[src/rtl/disp_pkg.sv]
// Shared types and constants for the four-digit seven-segment scanner.
// Glyphs are active-low a..g with a in bit 6 and g in bit 0.
package disp_pkg;

  localparam logic [3:0] CODE_MINUS = 4'd10;
  localparam logic [3:0] CODE_R     = 4'd11;
  localparam logic [3:0] CODE_C     = 4'd12;
  localparam logic [3:0] CODE_A     = 4'd13;
  localparam logic [3:0] CODE_E     = 4'd14;
  localparam logic [3:0] CODE_BLANK = 4'd15;

  // Index 15 first: blank, E, A, C, r, minus, 9 .. 0
  localparam logic [15:0][6:0] GLYPH = {
    7'b1111111, 7'b0110000, 7'b0001000, 7'b0110001,
    7'b1111010, 7'b1111110, 7'b0000100, 7'b0000000,
    7'b0001111, 7'b0100000, 7'b0100100, 7'b1001100,
    7'b0000110, 7'b0010010, 7'b1001111, 7'b0000001
  };

  typedef enum logic {
    BLANK = 1'b0,
    SHOW  = 1'b1
  } state_t;

  typedef struct packed {
    logic [15:0] digits;
    logic [3:0]  dp;
    logic        lz;
  } disp_val_t;

  localparam disp_val_t SHADOW_RST = '{digits: 16'hFFFF, dp: 4'h0, lz: 1'b0};

  function automatic logic [6:0] glyph(input logic [3:0] code);
    return GLYPH[code];
  endfunction

endpackage

[src/rtl/seg_encode.sv]
// Purpose: 4-bit display code to active-low a..g pattern (dp handled by caller).
// Latency: combinational.
// Backpressure: none.
module seg_encode
  import disp_pkg::*;
(
  input  logic [3:0] code,
  output logic [6:0] seg_n
);

  always_comb begin
    seg_n = glyph(code);
  end

endmodule

[src/rtl/disp_scanner.sv]
// Purpose: time-multiplexed 4-digit seven-segment driver with frame-synchronous value update.
// Latency: a load becomes visible at the next frame boundary; ack follows one cycle later.
// Backpressure: none; loads arriving before the boundary merge, newest wins, one ack.
module disp_scanner
  import disp_pkg::*;
#(
  parameter int REFRESH_DIV  = 100000,
  parameter int BLANK_CYCLES = 1000
) (
  input  logic        clk,
  input  logic        rst_n,
  input  logic        load,
  input  logic [15:0] digits,
  input  logic [3:0]  dp_mask,
  input  logic        lz_en,
  output logic        ack,
  output logic [7:0]  seg,
  output logic [3:0]  an
);

  localparam int CW = (REFRESH_DIV > 1) ? $clog2(REFRESH_DIV) : 1;
  localparam logic [CW-1:0] BLANK_LAST = CW'(BLANK_CYCLES - 1);
  localparam logic [CW-1:0] SHOW_LAST  = CW'(REFRESH_DIV - BLANK_CYCLES - 1);

  state_t        state, state_nxt;
  logic [CW-1:0] cnt, cnt_nxt;
  logic [1:0]    cur, cur_nxt;
  logic          frame_end;

  disp_val_t     shadow, pend_buf, load_val;
  logic          pend;

  logic [3:1]    zero;
  logic [3:0]    lz_blank;
  logic [3:0]    cur_code;
  logic [6:0]    glyph_n;

  assign load_val = '{digits: digits, dp: dp_mask, lz: lz_en};

  always_ff @(posedge clk or negedge rst_n) begin
    if (!rst_n) begin
      state <= BLANK;
      cnt   <= '0;
      cur   <= 2'd0;
    end else begin
      state <= state_nxt;
      cnt   <= cnt_nxt;
      cur   <= cur_nxt;
    end
  end

  // The slot counter restarts on every state change, so it times both phases.
  always_comb begin
    state_nxt = state;
    cnt_nxt   = cnt + CW'(1);
    cur_nxt   = cur;
    frame_end = 1'b0;
    case (state)
      BLANK: begin
        if (cnt == BLANK_LAST) begin
          state_nxt = SHOW;
          cnt_nxt   = '0;
        end
      end
      SHOW: begin
        if (cnt == SHOW_LAST) begin
          state_nxt = BLANK;
          cnt_nxt   = '0;
          cur_nxt   = cur + 2'd1;
          frame_end = (cur == 2'd3);
        end
      end
      default: begin
        state_nxt = BLANK;
        cnt_nxt   = '0;
      end
    endcase
  end

  // A load on the boundary cycle bypasses the pending buffer entirely.
  always_ff @(posedge clk or negedge rst_n) begin
    if (!rst_n) begin
      shadow   <= SHADOW_RST;
      pend_buf <= '0;
      pend     <= 1'b0;
      ack      <= 1'b0;
    end else begin
      ack <= frame_end && (load || pend);
      if (frame_end) begin
        if (load) begin
          shadow <= load_val;
        end else if (pend) begin
          shadow <= pend_buf;
        end
        pend <= 1'b0;
      end else if (load) begin
        pend_buf <= load_val;
        pend     <= 1'b1;
      end
    end
  end

  always_comb begin
    for (int i = 1; i < 4; i++) begin
      zero[i] = (shadow.digits[4*i +: 4] == 4'h0);
    end
    lz_blank[3] = shadow.lz & zero[3];
    lz_blank[2] = lz_blank[3] & zero[2];
    lz_blank[1] = lz_blank[2] & zero[1];
    lz_blank[0] = 1'b0;
    cur_code    = lz_blank[cur] ? CODE_BLANK : shadow.digits[{cur, 2'b00} +: 4];
  end

  seg_encode u_seg_encode (
    .code  (cur_code),
    .seg_n (glyph_n)
  );

  // Outputs follow the next state; cur only advances when leaving SHOW, so it
  // already names the digit about to be shown. Shadow never changes during SHOW.
  always_ff @(posedge clk or negedge rst_n) begin
    if (!rst_n) begin
      an  <= 4'hF;
      seg <= 8'hFF;
    end else if (state_nxt == SHOW) begin
      an  <= ~(4'b0001 << cur);
      seg <= {glyph_n, ~shadow.dp[cur]};
    end else begin
      an  <= 4'hF;
      seg <= 8'hFF;
    end
  end

endmodule

[config.mk]
export PLATFORM = sky130hd
export DESIGN_NAME = disp_scanner
export DESIGN_NICKNAME = d
export VERILOG_FILES = /design/src/rtl/disp_pkg.sv /design/src/rtl/seg_encode.sv /design/src/rtl/disp_scanner.sv
export SDC_FILE = /design/constraint.sdc
export NUM_CORES = 1
export LEC_CHECK = 0
export CAP_MARGIN = 10
export CORE_MARGIN = 4
export CORE_UTILIZATION = 57
export CTS_CLUSTER_DIAMETER = 40
export DETAILED_ROUTE_END_ITERATION = 8
export HOLD_SLACK_MARGIN = 0.12
export PLACE_DENSITY_LB_ADDON = 0.2
export SYNTH_ARGS = -nofsm -noshare
export SYNTH_HDL_FRONTEND = slang
export SYNTH_SLANG_ARGS = --single-unit
[constraint.sdc]
create_clock -name clk -period 3.2 [get_ports clk]
set_input_delay 0.48 -clock clk [delete_from_list [all_inputs] [get_ports clk]]
set_output_delay 0.48 -clock clk [all_outputs]
set_load 0.02 [all_outputs]
==> impl_metrics.csv, run 1 <==
group,metric,value,unit
detailed_routing,antenna_left,0,
timing,hold_viol_final,0,
clock_network,cts_tree,"yes",
setup_path,cp-start-kind,"flop",
synthesis,yosys_warnings,0,
clock_network,ctsHoldBuffers,0,
clock_network,postCtsSetupBuffers,0,
setup_path,crit_path_end_kind,"flop",
global_routing,grt_pass1_vias,2934,
timing,fin_crit,2.60,ns
finish,n_antenna_cell,0,
timing,tightest_slew,0.605,ns
place,dp_hpwl,5.53,mm
floorplanning,fp-row-count,29,
clock_network,cts.htree.levels,3,
pwr,total_leakage_power,1.95,nW
clock_network,root_buffer,"clkbuf_8",
job,cap_viol_max_count,0,
clock_network,clk_latency,0.35,ns
setup_path,r2r-end,"seg[4]",
place,gp_congestion,0.878,
global_routing,grt_pass1_wl,14.6,mm
floorplanning,initial_core_util,0.603,
timing,fin_tns_setup,0,ns
synthesis,synthArstFlopShare,1.00,
synthesis,synth_top_area_share,0.307,
floorplanning,die_h,90.9,um
finish,n_fill_cell,454,
synthesis,ys_ff_latch,76,
detailed_routing,drt_first_pass_iters,5,
synthesis,synth_cells,346,
finish,multi_input_area,0.00184,sq mm
finish,final_core_util,0.710,
detailed_routing,viasPerCell,6.23,
finish,nets,417,
detailed_routing,wl_per_cell,18.3,um
floorplanning,die_area,0.00827,sq mm
global_routing,grt_usage,0.219,
synthesis,yosysSeqAreaShare,0.494,
clock_network,path_clk_slew,0.08,ns
timing,fin_crit_sh,0.813,
finish,syn2layout_area_growth,17.7,%
synthesis,yosys.area.top_type,"dfrtp_1",
setup_path,rrSetupSlack,0.60,ns
global_routing,grt_overflow,0,
timing,clock_skew,0.00806,ns
floorplanning,die_width,90.9,um
timing,fmax,384,MHz
synthesis,synth_ff_type,"dfrtp_1",
finish,drive_above_1_share,0.269,
pwr,power_density,454,mW/mm^2
setup_path,worstPathArrival,2.87,ns
timing,slew_violations,0,
clock_network,cts_buffers,9,
clock_network,clock-sinks,76,
setup_path,crit_fanout,6,
timing,relSlewSlack,0.593,
setup_path,critical_path_required,3.47,ns
timing,setup_viol,0,
pwr,ir_drop,0.266,mV
clock_network,cts.repair.resized,0,
floorplanning,coreArea,0.00649,sq mm
setup_path,crit_type,"reg -> reg",
detailed_routing,drc,0,
global_routing,antenna_found_initial,0,
synthesis,synthTopCellsByArea,"dfrtp_1 31%, dfstp_2 19%, mux2_4 7.7%",
clock_network,cts_buffer_depth,2,
synthesis,syn_area_per_cell,11.3,sq um
floorplanning,ios,37,
place,io_buffers,36,
setup_path,rr_worst_depth,7,
detailed_routing,drt_iter0_drc,217,
global_routing,grt_max_degree,77,
synthesis,synth_edf_count,0,
synthesis,synthesis.nets,381,
timing,rsz0062_at_grt,"false",
detailed_routing,vias,2893,
synthesis,synth_cell_types,44,
setup_path,rr_startpoint,"shadow[14]",
finish,regArea,0.00194,sq mm
min_path,holdCritPathClass,"in -> async",
detailed_routing,postRouteWirelength,8.48,mm
synthesis,syn-cell-area,0.00392,sq mm
outcome,status,"complete, no violations",
[stage by stage]
step	power, mW	setup WS (ns)	area [sq um]	hold WS, ns	instances
final	2.09	0.599	4610	0.156	464
after global routing	2.18	0.372	4610	0.164	464
after CTS	2.11	0.603	4610	0.168	464
after detailed placement	1.15	0.619	4350	0.479	448
after global placement	1.15	0.714	4350	0.476	448
after floorplan	1.08	0.908	3920	0.184	346
[where the power goes]
| part | leakage [nW] | total (mW) | internal [mW] | switching, mW |
|---|---|---|---|---|
| combinational | 0.927 | 0.129 | 0.0720 | 0.0566 |
| clock | 0.131 | 0.961 | 0.619 | 0.342 |
| sequential | 0.894 | 1.01 | 0.989 | 0.0167 |
[worst max-delay path by stage]
stage	from	to	slack, ns	cells after the start
3_3_place_gp	cur[0]	seg[4]	0.71	6
3_5_place_dp	cur[0]	seg[4]	0.62	6
6_report	shadow[14]	seg[4]	0.60	7
5_1_grt	shadow[14]	seg[4]	0.37	7
4_1_cts	cur[0]	seg[4]	0.60	6
2_1_floorplan	cur[0]	seg[4]	0.91	7
[logic make-up after synthesis]
logic type | Yosys count | synth area share
AOI/OAI and AO/OA | 62 | 0.122
buffers and inverters | 32 | 0.0383
xor gates and xnor gates | 16 | 0.0358
and+or+nand+nor | 120 | 0.155
adders and majority gates | 11 | 0.0351
DFF | 76 | 0.494
muxes | 29 | 0.119
[sequential cells by signal, summed over array words and instances (netlist names)]
| register | count |
|---|---|
| an | 4 |
| ack | 1 |
| state | 1 |
| cur | 2 |
| shadow | 21 |
| pend_buf | 21 |
| cnt | 17 |
| pend | 1 |
| seg | 8 |
[final cells by class]
| cell class | count | share of cell area |
|---|---|---|
| Clock buffer | 12 | 0.0315 |
| Clock inverter | 4 | 0.0260 |
| Inverter | 13 | 0.0106 |
| Multi-Input combinational cell | 238 | 0.398 |
| Sequential cell | 76 | 0.420 |
| Tap cell | 77 | 0.0209 |
| Timing Repair Buffer | 44 | 0.0928 |
[metal layers]
| metal | GRT usage | routed length (um) | share of wire |
|---|---|---|---|
| met5 | 0 | 0 | 0 |
| met4 | 0.0980 | 148 | 0.017 |
| met3 | 0.0417 | 459 | 0.054 |
| met2 | 0.343 | 4120 | 0.49 |
| met1 | 0.296 | 3750 | 0.44 |
[cell usage in the layout (no fill, tap or decap), types with 2 or more instances in the layout]
master and count:
a21oi_1 22, nor4_1 8, dfrtp_1 48, dfstp_2 28, mux2_4 20, buf_4 7, mux4_2 6, nand2_1 19
nor3_1 21, o221a_2 20, xor2_1 9, clkbuf_1 2, nand4_1 6, nand3_1 12, mux2_2 2, clkdlybuf4s50_1 35
a21boi_0 2, inv_1 13, nor2_1 40, ha_1 11, clkbuf_8 10, bufinv_16 4, and3_1 4, xnor2_1 7
o21ai_0 6, o221ai_1 3
[Yosys cell counts (all sizes together), types with 2 or more instances]
cell type,n
a21boi,2
a21oi,22
and3,4
and4,2
and4bb,2
buf,7
clkbuf,12
dfrtp,48
dfstp,28
ha,11
inv,13
mux2,22
mux4,6
nand2,19
nand3,12
nand4,6
nor2,40
nor3,21
nor4,10
o21ai,7
o221a,20
o221ai,3
xnor2,7
xor2,9
[critical path, cell delays in order (launching register included)]
cell,delay (ns)
dfstp_2,0.38
nor4_1,0.36
o21ai_0,0.16
a21oi_1,0.45
nor2_1,0.18
ha_1,0.36
mux4_2,0.46
nand3b_1,0.16
No activity file was read; power rests on OpenSTA's default activity.
==> run 2: changes to the inputs <==
Clock period 3.2 ns to 2.7 ns, I/O delays scaled along.
==> run 2 against run 1 <==
Net effect:
- hold slack better by 0.35 ns
- largest cell class unchanged
- register-to-register slack got worse by 0.32 ns
- highest routed layer unchanged
- die area did not move
- critical path depth shrank 1
- global-route usage shrank 0.16 points
- power rose by 15%
==> impl_metrics.csv, run 2 (synthesized netlist as in run 1, its figures left out) <==
group,metric,value,unit
outcome,status,"complete, no violations",
timing,relSlewSlack,0.564,
detailed_routing,drc,0,
pwr,total_leakage_power,1.97,nW
setup_path,crit_fanout,6,
timing,rsz0062_at_grt,"false",
floorplanning,die_h,90.9,um
finish,syn2layout_area_growth,18.5,%
global_routing,grt_pass1_vias,2895,
timing,fin_crit,2.42,ns
clock_network,cts.htree.levels,3,
timing,fmax,413,MHz
setup_path,path_delay_family,"multiplexers",
detailed_routing,drt_first_pass_iters,4,
setup_path,crit_slowest_cell,"mux4_2",
min_path,holdCritPathClass,"reg -> reg",
floorplanning,coreArea,0.00649,sq mm
detailed_routing,viasPerCell,6.31,
clock_network,clk_latency,0.34,ns
floorplanning,die_area,0.00827,sq mm
finish,nets,421,
global_routing,grt_overflow,0,
timing,tightest_slew,0.649,ns
setup_path,crit_type,"reg -> reg",
setup_path,cp-start-kind,"flop",
timing,slew_violations,0,
place,io_buffers,36,
detailed_routing,vias,2951,
floorplanning,die_width,90.9,um
pwr,p_sw_frac,0.202,
pwr,clockPowerShare,0.443,
detailed_routing,antenna_left,0,
detailed_routing,wl_per_cell,18.6,um
global_routing,grt_max_degree,77,
timing,clock_skew,0.00354,ns
detailed_routing,postRouteWirelength,8.70,mm
global_routing,grt_usage,0.217,
finish,drive_above_1_share,0.276,
pwr,p_comb_frac,0.064,
job,cap_viol_max_count,0,
finish,multi_input_area,0.00184,sq mm
clock_network,cts.repair.resized,0,
timing,setup_viol,0,
pwr,ir_drop,0.289,mV
floorplanning,fp-row-count,29,
floorplanning,ios,37,
clock_network,path_clk_slew,0.07,ns
finish,top_regs,"pend_buf x21, shadow x21, cnt x17",
pwr,power_density,520,mW/mm^2
finish,n_fill_cell,451,
setup_path,worstPathArrival,2.68,ns
setup_path,path_buf_inv,1,
setup_path,crit_path_end_kind,"flop",
detailed_routing,drt_iter0_drc,143,
timing,fin_crit_sh,0.896,
clock_network,cts_buffers,9,
pwr,seqPwrFrac,0.493,
global_routing,antenna_found_initial,0,
pwr,net-switching-power,488,uW
setup_path,rrSetupSlack,0.28,ns
setup_path,critical_path_required,2.97,ns
pwr,internal-power,1.92,mW
timing,fin_tns_setup,0,ns
place,placed_area,0.00438,sq mm
finish,mostFrequentLayoutCells,"48 x dfrtp_1, 40 x nor2_1, 35 x clkdlybuf4s50_1",
finish,regArea,0.00194,sq mm
clock_network,postCtsSetupBuffers,0,
timing,hold_viol_final,0,
global_routing,grt_pass1_wl,14.5,mm
clock_network,ctsHoldBuffers,1,
clock_network,cts_tree,"yes",
finish,n_antenna_cell,0,
clock_network,cts_buffer_depth,2,
clock_network,root_buffer,"clkbuf_8",
setup_path,cpMostUsedCell,"mux4_2",
setup_path,cp_cell_sequence,"mux4_2 > nor2_1 > inv_1 > ha_1 > mux4_2 > nand3b_1",
finish,fin_area,0.00464,sq mm
finish,final_common_cell,"dfrtp_1",
place,gp_congestion,0.887,
setup_path,slowest_delay,0.62,ns
place,dp_hpwl,5.71,mm
clock_network,clock-sinks,76,
floorplanning,initial_core_util,0.603,
## run 2: area by class of cell
type,count,share of cell area
flip-flops and latches,76,0.417
repair buffers,48,0.102
well taps,77,0.0207
multi-input cells,238,0.396
clock inverters,4,0.0205
clock buffers,12,0.0334
inverters,13,0.0105
## run 2: final timing paths
| kind | end | depth (start not counted) | start |
|---|---|---|---|
| min in group asynchronous | cnt[13] | 3 | rst_n |
| worst min-delay path | cnt[0] | 1 | cnt[0] |
| worst min register to register | cnt[0] | 1 | cnt[0] |
| max in group asynchronous | shadow[16] | 3 | rst_n |
| worst max-delay path | seg[4] | 6 | cur[0] |
| worst max register to register | seg[4] | 6 | cur[0] |
## run 2: layer usage
metal,vias up,GRT usage,wire length (um)
li1,1343,-,-
met4,0,0.0930,184
met2,107,0.333,4110
met3,17,0.0375,461
met5,-,0,0
met1,1484,0.305,3950
## run 2: through the flow
step	hold slack (ns)	utilization	std cells	worst slack, ns	total power, mW
after floorplan	0.109	-	346	0.408	1.28
after global placement	0.468	0.675	451	0.409	1.36
after detailed placement	0.467	0.675	451	0.294	1.36
after CTS	0.508	0.715	468	0.281	2.43
after global routing	0.522	0.715	468	0.146	2.51
final	0.502	0.715	468	0.282	2.41
## run 2: power groups by stage
stage | sequential (mW) | clock [mW] | combinational, mW
3_3_place_gp | 1.21 | 0 | 0.154
2_1_floorplan | 1.20 | 0 | 0.0801
6_report | 1.19 | 1.07 | 0.155
3_5_place_dp | 1.21 | 0 | 0.155
4_1_cts | 1.19 | 1.09 | 0.158
5_1_grt | 1.19 | 1.15 | 0.170
==> run 3: changes to the inputs <==
Settings changed: CAP_MARGIN 10 to 20, CORE_UTILIZATION 57 to 37.
==> run 3 against run 2 <==
Net effect:
- combinational power about the same
- global-route usage decreased by 7.1 points
- utilization decreased by 26 points
- critical path type unchanged
- largest power group unchanged
- sequential share of layout area decreased by 0.31 points
- largest cell class unchanged
==> impl_metrics.csv, run 3 (synthesized netlist as in run 1, its figures left out) <==
group,metric,value,unit
clock_network,clk_latency,0.35,ns
setup_path,worstPathArrival,2.59,ns
setup_path,critical_path_required,2.97,ns
timing,setup_ws,0.383,ns
clock_network,cts.repair.resized,0,
detailed_routing,antenna_left,0,
finish,n_fill_cell,984,
timing,fin_crit,2.32,ns
timing,fin_crit_sh,0.858,
global_routing,antenna_found_initial,0,
finish,final_common_cell,"dfrtp_1",
detailed_routing,wl_per_cell,16.5,um
clock_network,clock-sinks,76,
setup_path,rr_startpoint,"cur[0]",
job,cap_viol_max_count,0,
clock_network,cts_tree,"yes",
setup_path,crit_type,"reg -> reg",
place,io_buffers,36,
floorplanning,die_h,111,um
pwr,p_comb_frac,0.070,
pwr,power_density,477,mW/mm^2
timing,clock_skew,0.0142,ns
detailed_routing,vias,2834,
outcome,status,"complete, no violations",
finish,n_antenna_cell,0,
floorplanning,initial_core_util,0.380,
finish,nets,422,
finish,fin_area,0.00468,sq mm
setup_path,rrSetupSlack,0.38,ns
global_routing,grt_max_degree,69,
clock_network,path_clk_slew,0.08,ns
detailed_routing,viasPerCell,5.37,
place,placed_area,0.00447,sq mm
floorplanning,ios,37,
setup_path,r2r-end,"seg[4]",
floorplanning,die_area,0.0123,sq mm
global_routing,grt_pass1_vias,2726,
clock_network,ctsHoldBuffers,1,
finish,top_regs,"pend_buf x21, shadow x21, cnt x17",
finish,mostFrequentLayoutCells,"48 x dfrtp_1, 40 x nor2_1, 35 x clkdlybuf4s50_1",
finish,syn2layout_area_growth,19.4,%
detailed_routing,postRouteWirelength,8.69,mm
timing,fin_tns_setup,0,ns
global_routing,grt_overflow,0,
pwr,seqPwrFrac,0.533,
clock_network,root_buffer,"clkbuf_8",
floorplanning,die_width,111,um
setup_path,rr_worst_depth,6,
finish,drive_above_1_share,0.281,
setup_path,crit_fanout,6,
global_routing,grt_usage,0.146,
place,dp_hpwl,5.76,mm
clock_network,postCtsSetupBuffers,0,
global_routing,grt_pass1_wl,14.4,mm
clock_network,cts_buffers,9,
pwr,internal-power,1.71,mW
detailed_routing,drc,0,
timing,hold_viol_final,0,
timing,fmax,432,MHz
detailed_routing,drt_iter0_drc,116,
pwr,p_sw_frac,0.233,
timing,tightest_slew,0.601,ns
setup_path,crit_path_end_kind,"flop",
timing,relSlewSlack,0.596,
timing,setup_viol,0,
setup_path,cp-start-kind,"flop",
min_path,holdCritPathClass,"in -> async",
timing,slew_violations,0,
pwr,ir_drop,0.211,mV
floorplanning,fp-row-count,37,
floorplanning,coreArea,0.0103,sq mm
pwr,total_leakage_power,1.95,nW
setup_path,crit_path_start,"cur[0]",
setup_path,cp-endpoint,"seg[4]",
clock_network,cts_buffer_depth,2,
clock_network,cts.htree.levels,3,
place,gp_congestion,0.828,
place,dp_slack,0.404,ns
detailed_routing,drt_first_pass_iters,4,
timing,rsz0062_at_grt,"false",
pwr,clockPowerShare,0.397,
pwr,net-switching-power,519,uW
## run 3: changes by cell type in the layout (fill, tap and decap cells not counted), sizes merged
cell	delta
buf	+1
bufinv	-2
clkbuf	-2
clkinv	+2
clkinvlp	+2
## run 3: power groups by stage
stage | clock network, mW | registers (mW) | logic [mW]
global placement | 0 | 1.21 | 0.158
global route | 0.961 | 1.19 | 0.173
finish | 0.885 | 1.19 | 0.157
detailed placement | 0 | 1.21 | 0.158
floorplan | 0 | 1.20 | 0.0801
CTS | 0.911 | 1.19 | 0.160
## run 3: worst min-delay path by stage
stage / slack [ns] / from / end
floorplan: 0.11 / rst_n / ack
global placement: 0.24 / rst_n / cnt[13]
detailed placement: 0.25 / rst_n / cnt[13]
CTS: 0.42 / rst_n / cnt[13]
global route: 0.43 / rst_n / cnt[13]
finish: 0.43 / rst_n / cnt[13]
## run 3: cell type report
type / instances / area, sq um / area share
multi-input combinational: 238 / 1840 / 0.393
tap: 136 / 170 / 0.0364
timing repair buffer: 49 / 483 / 0.103
sequential: 76 / 1940 / 0.414
clock inverter: 6 / 63.8 / 0.0136
inverter: 13 / 48.8 / 0.0104
clock buffer: 10 / 138 / 0.0294
## run 3: critical path: stages, from the launching register on
cell and delay [ns]:
dfrtp_1 0.41, mux4_2 0.59, nor2_1 0.23, inv_1 0.10, ha_1 0.29, mux4_2 0.45
nand3b_1 0.16
## run 3: metal layers
layer	track usage	vias to the layer above	routed length [um]
li1	-	1343	-
met1	0.215	1389	4450
met2	0.204	88	3560
met3	0.0273	14	477
met4	0.0698	0	210
met5	0	-	0
## run 3: through the flow
| stage | total power, mW | hold WS, ns | cells | utilization |
|---|---|---|---|---|
| floorplan | 1.28 | 0.109 | 346 | - |
| global placement | 1.37 | 0.242 | 511 | 0.433 |
| detailed placement | 1.37 | 0.247 | 511 | 0.433 |
| CTS | 2.26 | 0.420 | 528 | 0.453 |
| global route | 2.33 | 0.435 | 528 | 0.453 |
| finish | 2.23 | 0.432 | 528 | 0.453 |
